===== config.mk =====
export PLATFORM = sky130hd
export DESIGN_NAME = ram4k_arbiter
export DESIGN_NICKNAME = d
export VERILOG_FILES = /design/src/rtl/ram4k_arbiter_pkg.sv /design/src/rtl/ram4k_arbiter_rr_pick2.sv /design/src/rtl/ram4k_arbiter.sv
export SDC_FILE = /design/constraint.sdc
export NUM_CORES = 1
export LEC_CHECK = 0
export CAP_MARGIN = 40
export CORE_ASPECT_RATIO = 0.75
export CORE_MARGIN = 2
export CORE_UTILIZATION = 35
export CTS_BUF_LIST = sky130_fd_sc_hd__clkbuf_16
export DETAILED_ROUTE_END_ITERATION = 8
export PLACE_DENSITY = 0.77
export SYNTH_ARGS = -nofsm -noshare
export SYNTH_HDL_FRONTEND = slang
export SYNTH_SLANG_ARGS = --single-unit

===== constraint.sdc =====
create_clock -name clk -period 1.25 [get_ports clk]
set_input_delay 0.1875 -clock clk [delete_from_list [all_inputs] [get_ports clk]]
set_output_delay 0.1875 -clock clk [all_outputs]
set_load 0.1 [all_outputs]

===== src/rtl/ram4k_arbiter_pkg.sv =====
// Shared definitions for the RAM4k two-requester arbiter.
// Latency: n/a (types and constants only).
// Backpressure: n/a.
// Contents: FSM state encoding (IDLE=0, ACCESS=1, DONE=2), owner constants,
//           and default word/address widths that match the RAM4k macro.
package ram4k_arbiter_pkg;

  localparam int RAM4K_DATA_W = 16;
  localparam int RAM4K_ADDR_W = 12;

  typedef enum logic [1:0] {
    IDLE   = 2'd0,
    ACCESS = 2'd1,
    DONE   = 2'd2
  } state_t;

  localparam logic OWNER_0 = 1'b0;
  localparam logic OWNER_1 = 1'b1;

endpackage


===== src/rtl/ram4k_arbiter_rr_pick2.sv =====
// Two-way request picker: round-robin on contention, single requester always wins.
// Latency: purely combinational.
// Backpressure: none; the caller samples grant/valid only when it can start an access.
// Ports: req0, req1 (requests), last_grant (owner of the previous access),
//        grant (winning owner, OWNER_0/OWNER_1), valid (any request present).
// Build option ARB_FIXED_PRIO_EN: requester 0 always wins contention; last_grant is ignored.
module rr_pick2
  import ram4k_arbiter_pkg::*;
(
  input  logic req0,
  input  logic req1,
  input  logic last_grant,
  output logic grant,
  output logic valid
);

`ifdef ARB_FIXED_PRIO_EN
  // History is kept by the caller but plays no part in fixed priority.
  logic unused_last_grant;
  assign unused_last_grant = last_grant;
`endif

  always_comb begin
    valid = req0 | req1;
    grant = OWNER_0;
    if (req0 && req1) begin
`ifdef ARB_FIXED_PRIO_EN
      grant = OWNER_0;
`else
      // Whoever did not get the previous access goes next.
      grant = ~last_grant;
`endif
    end else if (req1) begin
      grant = OWNER_1;
    end
  end

endmodule


===== src/rtl/ram4k_arbiter.sv =====
// Shares one RAM4k (16b x 4096) between a CPU data port (req0) and a DMA/screen engine (req1).
// Latency: request sampled at edge N -> RAM access in cycle N+1 -> one-cycle ack in cycle N+2; one access per 3 cycles.
// Backpressure: requester holds req until its ack; inputs are sampled only in IDLE, the loser simply waits.
// Ports: clk, reset (sync, active-high); reqX/weX/addrX/wdataX in, ackX out for X=0,1;
//        rdata (read data, valid in the read's ack cycle, held otherwise);
//        ram_in/ram_load/ram_sel drive the RAM4k, ram_out is its combinational read port.
// Build option ARB_FIXED_PRIO_EN: requester 0 always wins contention (see rr_pick2).
module ram4k_arbiter
  import ram4k_arbiter_pkg::*;
#(
  parameter int DATA_W = RAM4K_DATA_W,
  parameter int ADDR_W = RAM4K_ADDR_W
) (
  input  logic              clk,
  input  logic              reset,
  input  logic              req0,
  input  logic              we0,
  input  logic [ADDR_W-1:0] addr0,
  input  logic [DATA_W-1:0] wdata0,
  output logic              ack0,
  input  logic              req1,
  input  logic              we1,
  input  logic [ADDR_W-1:0] addr1,
  input  logic [DATA_W-1:0] wdata1,
  output logic              ack1,
  output logic [DATA_W-1:0] rdata,
  output logic [DATA_W-1:0] ram_in,
  output logic              ram_load,
  output logic [ADDR_W-1:0] ram_sel,
  input  logic [DATA_W-1:0] ram_out
);

  state_t              state_q, state_d;
  logic                owner_q, owner_d;
  logic                last_grant_q, last_grant_d;
  logic                load_q, load_d;
  logic [ADDR_W-1:0]   sel_q, sel_d;
  logic [DATA_W-1:0]   in_q, in_d;
  logic [DATA_W-1:0]   rdata_q, rdata_d;

  logic                pick_grant;
  logic                pick_valid;

  rr_pick2 u_pick (
    .req0       (req0),
    .req1       (req1),
    .last_grant (last_grant_q),
    .grant      (pick_grant),
    .valid      (pick_valid)
  );

  // Next-state and datapath capture.
  always_comb begin
    state_d      = state_q;
    owner_d      = owner_q;
    last_grant_d = last_grant_q;
    load_d       = load_q;
    sel_d        = sel_q;
    in_d         = in_q;
    rdata_d      = rdata_q;

    case (state_q)
      IDLE: begin
        if (pick_valid) begin
          // Requester inputs are captured here only; later changes are ignored.
          owner_d = pick_grant;
          if (pick_grant == OWNER_1) begin
            sel_d  = addr1;
            in_d   = wdata1;
            load_d = we1;
          end else begin
            sel_d  = addr0;
            in_d   = wdata0;
            load_d = we0;
          end
          state_d = ACCESS;
        end
      end

      ACCESS: begin
        // RAM read port is combinational on the registered select, so the
        // data is ready to capture at the closing edge of this cycle.
        if (!load_q) begin
          rdata_d = ram_out;
        end
        state_d = DONE;
      end

      DONE: begin
        last_grant_d = owner_q;
        state_d      = IDLE;
      end

      default: begin
        state_d = IDLE;
      end
    endcase
  end

  always_ff @(posedge clk) begin
    if (reset) begin
      state_q      <= IDLE;
      owner_q      <= OWNER_0;
      last_grant_q <= OWNER_1;  // so requester 0 wins the first contention
      load_q       <= 1'b0;
      sel_q        <= '0;
      in_q         <= '0;
      rdata_q      <= '0;
    end else begin
      state_q      <= state_d;
      owner_q      <= owner_d;
      last_grant_q <= last_grant_d;
      load_q       <= load_d;
      sel_q        <= sel_d;
      in_q         <= in_d;
      rdata_q      <= rdata_d;
    end
  end

  // Reset gates the write strobe directly so a write whose ACCESS cycle
  // coincides with reset never reaches the RAM.
  assign ram_load = (state_q == ACCESS) & load_q & ~reset;
  assign ram_sel  = sel_q;
  assign ram_in   = in_q;
  assign rdata    = rdata_q;

  // Only one owner can be in DONE, so the acks are mutually exclusive.
  assign ack0 = (state_q == DONE) & (owner_q == OWNER_0);
  assign ack1 = (state_q == DONE) & (owner_q == OWNER_1);

endmodule


==> impl_metrics.env, run 1 <==
export IMPL_fp_dieArea_um2=7024
export IMPL_drtIter0Drc=89
export IMPL_antenna_found_initial=0
export IMPL_post_cts_buffers=0
export IMPL_place_congestion=0.6912
export IMPL_synthToLayoutAreaGrowth_pct=93.26
export IMPL_powerDensity_nw_per_um2=1337
export IMPL_wl_um=6923
export IMPL_clkSlewWorstSetupHoldPaths_ns=0.07
export IMPL_post_drt_via_cell_ratio=5.033
export IMPL_ir_drop_uv=652.2
export IMPL_grt_max_degree=49
export IMPL_violations="negative setup slack"
export IMPL_worst_slew_margin_rel=0.8094
export IMPL_holdCritPathClass="input port to register"
export IMPL_io_pins=125
export IMPL_fin_crit_sh=1.107
export IMPL_grt_pass1_wl_um=10580
export IMPL_worst_pin_slew_ns=0.2855
export IMPL_clock_sinks=49
export IMPL_min_period_ns=1.384
export IMPL_fmax_mhz=722.4
export IMPL_cts_tree="built"
export IMPL_synth_seq_area_share=0.4404
export IMPL_drc=0
export IMPL_root_buffer="clkbuf_16"
export IMPL_timing_final_ws_setup_ns=-0.1343
export IMPL_yosysWarnings=0
export IMPL_setup_viol=31
export IMPL_grt_ovfl_total=0
export IMPL_dp_hpwl_um=5022
export IMPL_synth_nets=333
export IMPL_status="finished with violations"
export IMPL_netlist_area_um2=2227
export IMPL_startpoint_type="register"
export IMPL_die_w_um=96.11
export IMPL_cap_viol_max_count=0
export IMPL_crit_arrival_ns=1.20
export IMPL_numPortBuffers=124
export IMPL_grt_pass1_vias=2255
export IMPL_via_count=2315
export IMPL_place_worst_setup_slack_ns=-0.4696
export IMPL_power_leakage_nw=1.611
export IMPL_dieHeight_um=73.09
export IMPL_insertedDiodeCount=0
export IMPL_syn_mean_instance_area_um2=8.734
export IMPL_num_rows=25
export IMPL_hold_viol_final=0
export IMPL_crit_required_ns=1.06
export IMPL_hold_worst_slack_ns=0.1329
export IMPL_wl_per_cell_um=15.05
export IMPL_grt_total_usage=0.1952
export IMPL_crit_type="register to primary output"
export IMPL_slew_viol_final=0
export IMPL_cts_max_path_buffers=2
export IMPL_initial_core_util=0.3578
export IMPL_coreArea_um2=6225
export IMPL_drtPass1Iterations=4
export IMPL_cp_max_fo=5
export IMPL_antenna_left=0
export IMPL_nets=456
export IMPL_clk_latency_ns=0.29
export IMPL_cts_inserted_buffers=5
export IMPL_rsz0062_at_grt="true"
export IMPL_htreeDepth=2
export IMPL_drive_gt1_frac=0.3747
export IMPL_ys_seq_elements=49
export IMPL_end_kind="primary output"
export IMPL_synth_cell_types=24
export IMPL_synth_cells=255
export IMPL_finClkSkew_ns=0.004529
==> critical path, stage by stage, from the launching register on <==
cell     delay (ns)
dfxtp_2        0.37
nor3b_4        0.19
and2_4         0.18
buf_12         0.17
==> cell usage in the layout (no fill, tap or decap), types with 2 or more instances in the layout <==
cell / n
nand2_1: 90
clkdlybuf4s50_1: 75
buf_12: 49
a21oi_1: 46
dfxtp_2: 30
a311oi_2: 29
dfxtp_1: 18
buf_4: 8
clkbuf_16: 5
and2_4: 3
nor2_4: 2
and2_2: 2
buf_6: 2
==> synthesized netlist by cell type <==
library cell | count | share of area
nand2_1 | 90 | 0.15
dfxtp_1 | 49 | 0.44
a21oi_1 | 46 | 0.10
a311oi_2 | 29 | 0.20
buf_2 | 14 | 0.031
clkbuf_1 | 6 | 0.010
nor2_1 | 3 | 0.0051
buf_6 | 2 | 0.010
a211o_1 | 1 | 0.0039
a21bo_1 | 1 | 0.0045
a21boi_1 | 1 | 0.0034
a21o_1 | 1 | 0.0034
and2_1 | 1 | 0.0028
and2_4 | 1 | 0.0039
buf_1 | 1 | 0.0017
buf_4 | 1 | 0.0034
inv_1 | 1 | 0.0017
nand2b_1 | 1 | 0.0028
nand3_1 | 1 | 0.0022
nor2b_1 | 1 | 0.0028
nor3b_1 | 1 | 0.0034
nor3b_2 | 1 | 0.0056
or2_1 | 1 | 0.0028
or3b_1 | 1 | 0.0039
==> cell type report <==
cell class,instances,area (um2)
fillers,481,1921
repair buffers,137,1843
multi-input cells,184,1187
flip-flops and latches,49,1022
clock buffers,5,125.1
well taps,81,101.3
clock inverters,3,21.27
inverters,1,3.754
==> metal layers <==
| layer | track usage | wire length (um) | part of all wire | vias to the layer above |
|---|---|---|---|---|
| met3 | 0.07955 | 777 | 0.11 | 10 |
| met5 | 0 | 0 | 0 | - |
| met1 | 0.2333 | 2771 | 0.40 | 1067 |
| met4 | 0.06667 | 90 | 0.013 | 0 |
| li1 | - | - | - | 1135 |
| met2 | 0.3179 | 3283 | 0.47 | 103 |
==> path summary, 6_finish.rpt <==
| check | slack [ns] | cells past startpoint | to | startpoint |
|---|---|---|---|---|
| setup / recovery | -0.13 | 3 | ram_load | state_q[1] |
| hold / removal | 0.13 | 2 | state_q[1] | reset |
| setup reg to reg | -0.06 | 4 | ram_sel[5] | state_q[1] |
| hold reg to reg | 0.49 | 2 | rdata[5] | rdata[5] |
==> metrics by stage <==
| step | instances | power, mW | setup TNS [ns] | instance area [um2] | utilization |
|---|---|---|---|---|---|
| finish | 460 | 5.756 | -1.315 | 4304 | 0.6915 |
| global route | 460 | 5.985 | -3.735 | 4304 | 0.6915 |
| CTS | 458 | 5.779 | -0.3591 | 4268 | 0.6856 |
| detailed placement | 449 | 4.410 | -13.92 | 4089 | 0.6569 |
| global placement | 449 | 4.373 | -11.93 | 4089 | 0.6569 |
| floorplan | 255 | 3.394 | -0.01793 | 2278 | - |
==> kinds of logic after synthesis <==
kind of cell,share of synthesized area
simple gates,0.1871
compound gates,0.3140
buf+inv,0.05842
flops,0.4404
==> power breakdown <==
part	switching (mW)	internal (mW)
Combinational	1.51	1.01
Clock	0.594	0.745
Sequential	0.160	1.74
Total	2.26	3.49
==> flip-flops by register name (all words and copies together) (netlist names) <==
register      cells
state_q           2
ram_in           16
ram_sel          12
last_grant_q      1
load_q            1
owner_q           1
rdata            16
==> timing repair <==
| item | 4_1_cts | 5_1_grt |
|---|---|---|
| hold buffers | 0 | 0 |
| endpoints found under the setup margin | 33 | 34 |
| pin swaps | 1 | 2 |
| gates cloned | 1 | 2 |
| gates resized for setup | 10 | 6 |
Note: power is estimated with default switching activity, not from simulation.
==> inputs of run 2 (changes only) <==
clock period = 1.15 ns   (was 1.25 ns; I/O delays follow)
==> impl_metrics.env, run 2 (synthesis gave the netlist of run 1 again) <==
export IMPL_grt_pass1_vias=2460
export IMPL_via_count=2448
export IMPL_worst_pin_slew_ns=0.3203
export IMPL_placed_cell_area_um2=4135
export IMPL_fp_dieArea_um2=7024
export IMPL_timing_final_ws_setup_ns=-0.2461
export IMPL_cap_viol_max_count=0
export IMPL_drc=0
export IMPL_cpMaxStageDelayCell="dfxtp_4"
export IMPL_numPortBuffers=124
export IMPL_clkSlewWorstSetupHoldPaths_ns=0.06
export IMPL_power_mw=6.970
export IMPL_insertedDiodeCount=0
export IMPL_antenna_found_initial=0
export IMPL_p_int_mw=4.380
export IMPL_postCtsHoldBufs=0
export IMPL_grt_pass1_wl_um=12220
export IMPL_dp_hpwl_um=4943
export IMPL_startpoint_type="register"
export IMPL_hold_viol_final=0
export IMPL_clk_latency_ns=0.29
export IMPL_end_kind="primary output"
export IMPL_seqPwrFrac=0.298
export IMPL_cts_tree="built"
export IMPL_post_drt_via_cell_ratio=5.165
export IMPL_final_common_cell="clkdlybuf4s50_1"
export IMPL_slew_viol_final=0
export IMPL_final_cell_mix="clkdlybuf4s50_1 (74), nand2_1 (55), buf_12 (51)"
export IMPL_drtPass1Iterations=4
export IMPL_clock_sinks=49
export IMPL_io_pins=125
export IMPL_crit_required_ns=0.98
export IMPL_rr_worst_depth=4
export IMPL_setup_viol=50
export IMPL_dieHeight_um=73.09
export IMPL_grt_total_usage=0.2282
export IMPL_finalNonFillerCells=474
export IMPL_r2r_start="state_q[1]"
export IMPL_switching_share=0.3716
export IMPL_fin_crit_sh=1.214
export IMPL_hold_worst_slack_ns=0.1577
export IMPL_crit_arrival_ns=1.22
export IMPL_power_leakage_nw=1.886
export IMPL_placed_cells=451
export IMPL_initial_core_util=0.3578
export IMPL_r2r_end="ram_sel[11]"
export IMPL_place_congestion=0.7471
export IMPL_cp_max_fo=5
export IMPL_htreeDepth=2
export IMPL_num_rows=25
export IMPL_drive_gt1_frac=0.5700
export IMPL_powerDensity_nw_per_um2=1438
export IMPL_combPwrFrac=0.433
export IMPL_wl_per_cell_um=17.61
export IMPL_crit_path_cell_trace="nor3b_4 > and2_4 > buf_12"
export IMPL_r2r_slack_ns=-0.19
export IMPL_grt_ovfl_total=0
export IMPL_nets=470
export IMPL_finClkSkew_ns=0.002012
export IMPL_whs_path_depth=2
export IMPL_grt_max_degree=49
export IMPL_wl_um=8349
export IMPL_die_w_um=96.11
export IMPL_ir_drop_uv=1004
export IMPL_crit_type="register to primary output"
export IMPL_cts_inserted_buffers=5
export IMPL_fmax_mhz=716.3
export IMPL_min_delay_start="reset"
export IMPL_hold_end="state_q[1]"
export IMPL_worst_slew_margin_rel=0.7864
export IMPL_final_core_util=0.7789
export IMPL_root_buffer="clkbuf_16"
export IMPL_rsz0062_at_grt="true"
export IMPL_drtIter0Drc=67
export IMPL_clkPwrFrac=0.269
export IMPL_max_stage_delay_ns=0.37
export IMPL_coreArea_um2=6225
export IMPL_antenna_left=0
export IMPL_holdCritPathClass="input port to register"
export IMPL_synthToLayoutAreaGrowth_pct=117.7
export IMPL_switchingPower_mw=2.590
export IMPL_fin_area_um2=4848
export IMPL_cts_max_path_buffers=2
export IMPL_min_period_ns=1.396
export IMPL_violations="negative setup slack"
export IMPL_status="finished with violations"
==> run 2: changes by cell type in the layout (fill, tap and decap cells not counted), sizes merged <==
| cell | previous run | this run |
|---|---|---|
| bufinv | 0 | 2 |
| bufbuf | 0 | 1 |
| clkinvlp | 1 | 0 |
| inv | 2 | 1 |
| clkdlybuf4s50 | 75 | 74 |
| buf | 61 | 74 |
| dlygate4sd2 | 1 | 2 |
==> run 2: timing repair <==
action / in CTS / in global routing
gates resized for setup: 67 / 45
buffers inserted: 5 / 2
pin swaps: 42 / 12
gates cloned: 7 / 2
endpoints found under the setup margin: 50 / 50
==> run 2: how the worst max path moves through the flow <==
stage	startpoint	to	slack (ns)
finish	state_q[1]	ram_load	-0.25
global route	state_q[1]	ram_load	-0.29
CTS	state_q[0]	ram_load	-0.22
floorplan	state_q[1]	rdata[10]	-0.07
global placement	req1	ram_sel[9]	-0.44
detailed placement	req1	ram_sel[11]	-0.51
==> run 2: power groups by stage <==
| stage | clock network, mW | registers [mW] | logic (mW) |
|---|---|---|---|
| CTS | 1.89 | 2.07 | 2.92 |
| detailed placement | 0 | 2.11 | 2.71 |
| global placement | 0 | 2.10 | 2.68 |
| floorplan | 0 | 3.09 | 0.621 |
| finish | 1.87 | 2.08 | 3.02 |
| global route | 1.97 | 2.09 | 3.12 |
==> run 2: metal layers <==
| layer | up-vias | part of all wire | track usage |
|---|---|---|---|
| li1 | 1169 | - | - |
| met1 | 1182 | 0.39 | 0.2746 |
| met2 | 90 | 0.53 | 0.4066 |
| met3 | 7 | 0.074 | 0.06302 |
| met4 | 0 | 0.0065 | 0.04762 |
| met5 | - | 0 | 0 |
==> run 2: metrics by stage <==
step | worst slack [ns] | setup TNS (ns)
6_report | -0.2461 | -6.421
5_1_grt | -0.2912 | -8.651
4_1_cts | -0.2170 | -4.611
3_5_place_dp | -0.5085 | -15.32
3_3_place_gp | -0.4420 | -13.43
2_1_floorplan | -0.06602 | -0.7118
==> run 2: final cells by class <==
cell class	count	area (um2)
sequential	49	1047
tap	81	101.3
timing repair buffer	151	2081
inverter	1	3.754
clock inverter	3	65.06
multi-input combinational	184	1425
fill	401	1376
clock buffer	5	125.1
==> run 2: worst max-delay path, delay by kind of cell (launching register included) <==
family	cells	cell delay, ns
AND/OR/NAND/NOR	2	0.39
buffers and inverters	1	0.17
flip-flops	1	0.37
==> inputs of run 3 (changes only) <==
CTS_BUF_LIST = default   (was sky130_fd_sc_hd__clkbuf_16)
==> impl_metrics.env, run 3 (synthesis gave the netlist of run 1 again) <==
export IMPL_status="finished with violations"
export IMPL_violations="negative setup slack"
export IMPL_min_period_ns=1.383
export IMPL_clk_latency_ns=0.29
export IMPL_end_kind="primary output"
export IMPL_grt_total_usage=0.2228
export IMPL_clkSlewWorstSetupHoldPaths_ns=0.09
export IMPL_hold_viol_final=0
export IMPL_root_buffer="clkbuf_8"
export IMPL_clock_sinks=49
export IMPL_grt_pass1_wl_um=11920
export IMPL_cap_viol_max_count=0
export IMPL_slew_viol_final=0
export IMPL_fp_dieArea_um2=7024
export IMPL_setup_viol=50
export IMPL_grt_ovfl_total=0
export IMPL_max_stage_delay_ns=0.38
export IMPL_crit_arrival_ns=1.21
export IMPL_antenna_left=0
export IMPL_fmax_mhz=723.1
export IMPL_insertedDiodeCount=0
export IMPL_grt_max_degree=49
export IMPL_nets=469
export IMPL_htreeDepth=2
export IMPL_crit_required_ns=0.98
export IMPL_hold_worst_slack_ns=0.1324
export IMPL_placed_cells=451
export IMPL_startpoint_type="register"
export IMPL_fin_area_um2=4586
export IMPL_wl_um=7751
export IMPL_wl_per_cell_um=16.39
export IMPL_fillers=445
export IMPL_finalNonFillerCells=473
export IMPL_powerDensity_nw_per_um2=1398
export IMPL_crit_type="register to primary output"
export IMPL_fin_crit_sh=1.203
export IMPL_worst_pin_slew_ns=0.3092
export IMPL_crit_path_cell_trace="nor3b_4 > and2_4 > buf_12"
export IMPL_timing_final_ws_setup_ns=-0.2329
export IMPL_worst_slew_margin_rel=0.7933
export IMPL_path_delay_family="flip-flops"
export IMPL_final_common_cell="clkdlybuf4s50_1"
export IMPL_power_leakage_nw=1.739
export IMPL_cts_max_path_buffers=2
export IMPL_coreArea_um2=6225
export IMPL_grt_pass1_vias=2424
export IMPL_synthToLayoutAreaGrowth_pct=105.9
export IMPL_num_rows=25
export IMPL_post_drt_via_cell_ratio=5.055
export IMPL_crit_buf_inv=1
export IMPL_drtIter0Drc=88
export IMPL_cp_max_fo=5
export IMPL_multi_input_area_um2=1250
export IMPL_ir_drop_uv=885.7
export IMPL_die_w_um=96.11
export IMPL_io_pins=125
export IMPL_cpMaxStageDelayCell="dfxtp_4"
export IMPL_place_congestion=0.7471
export IMPL_cts_tree="built"
export IMPL_antenna_found_initial=0
export IMPL_place_worst_setup_slack_ns=-0.5085
export IMPL_drive_gt1_frac=0.4923
export IMPL_setup_tns_ns=-4.569
export IMPL_final_cell_mix="clkdlybuf4s50_1 (74), nand2_1 (72), buf_12 (51)"
export IMPL_drc=0
export IMPL_initial_core_util=0.3578
export IMPL_drtPass1Iterations=4
export IMPL_numPortBuffers=124
export IMPL_finClkSkew_ns=0.004357
export IMPL_rsz0062_at_grt="true"
export IMPL_regArea_um2=1047
export IMPL_placed_cell_area_um2=4135
export IMPL_via_count=2391
export IMPL_holdCritPathClass="input port to register"
export IMPL_cts_inserted_buffers=5
export IMPL_dp_hpwl_um=4943
export IMPL_dieHeight_um=73.09
[run 3: cell count changes in the layout (fill, tap and decap cells not counted), sizes merged]
cell,change
and2,-1
bufbuf,-1
buf,+1
[run 3: worst paths after layout]
path | startpoint | to | slack (ns) | depth (start not counted)
worst max register to register | last_grant_q | ram_sel[5] | -0.16 | 4
worst min-delay path | reset | state_q[1] | 0.13 | 2
worst max-delay path | state_q[0] | ram_load | -0.23 | 3
worst min register to register | state_q[1] | state_q[1] | 0.48 | 1
[run 3: power breakdown]
part | switching, mW | internal, mW | leakage, nW | total (mW)
logic | 1.71 | 1.20 | 1.25 | 2.91
clock network | 0.567 | 0.864 | 0.0681 | 1.43
registers | 0.178 | 1.89 | 0.421 | 2.07
[run 3: what timing repair did]
item,CTS,global route
gates resized for setup,48,7
pin swaps,35,1
hold buffers,0,0
setup buffers,8,0
cloned,7,0
endpoints found under the setup margin,50,50
[run 3: routing by layer]
| layer | vias up | track usage | routed length, um |
|---|---|---|---|
| met5 | - | 0 | 0 |
| met4 | 0 | 0.05238 | 102 |
| met3 | 6 | 0.05682 | 575 |
| met2 | 92 | 0.3997 | 3962 |
| met1 | 1126 | 0.2665 | 3111 |
| li1 | 1167 | - | - |
[run 3: metrics by stage]
step / utilization / total power [mW]
3_3_place_gp: 0.6643 / 4.781
3_5_place_dp: 0.6643 / 4.819
4_1_cts: 0.7347 / 6.431
5_1_grt: 0.7367 / 6.645
2_1_floorplan: - / 3.716
6_report: 0.7367 / 6.411
[run 3: layout make-up]
type                       instances  area share
inverter                           1   0.0008186
clock buffer                       5     0.01501
sequential                        49      0.2284
tap                               81     0.02210
clock inverter                     3     0.01419
multi-input combinational        183      0.2726
timing repair buffer             151      0.4469
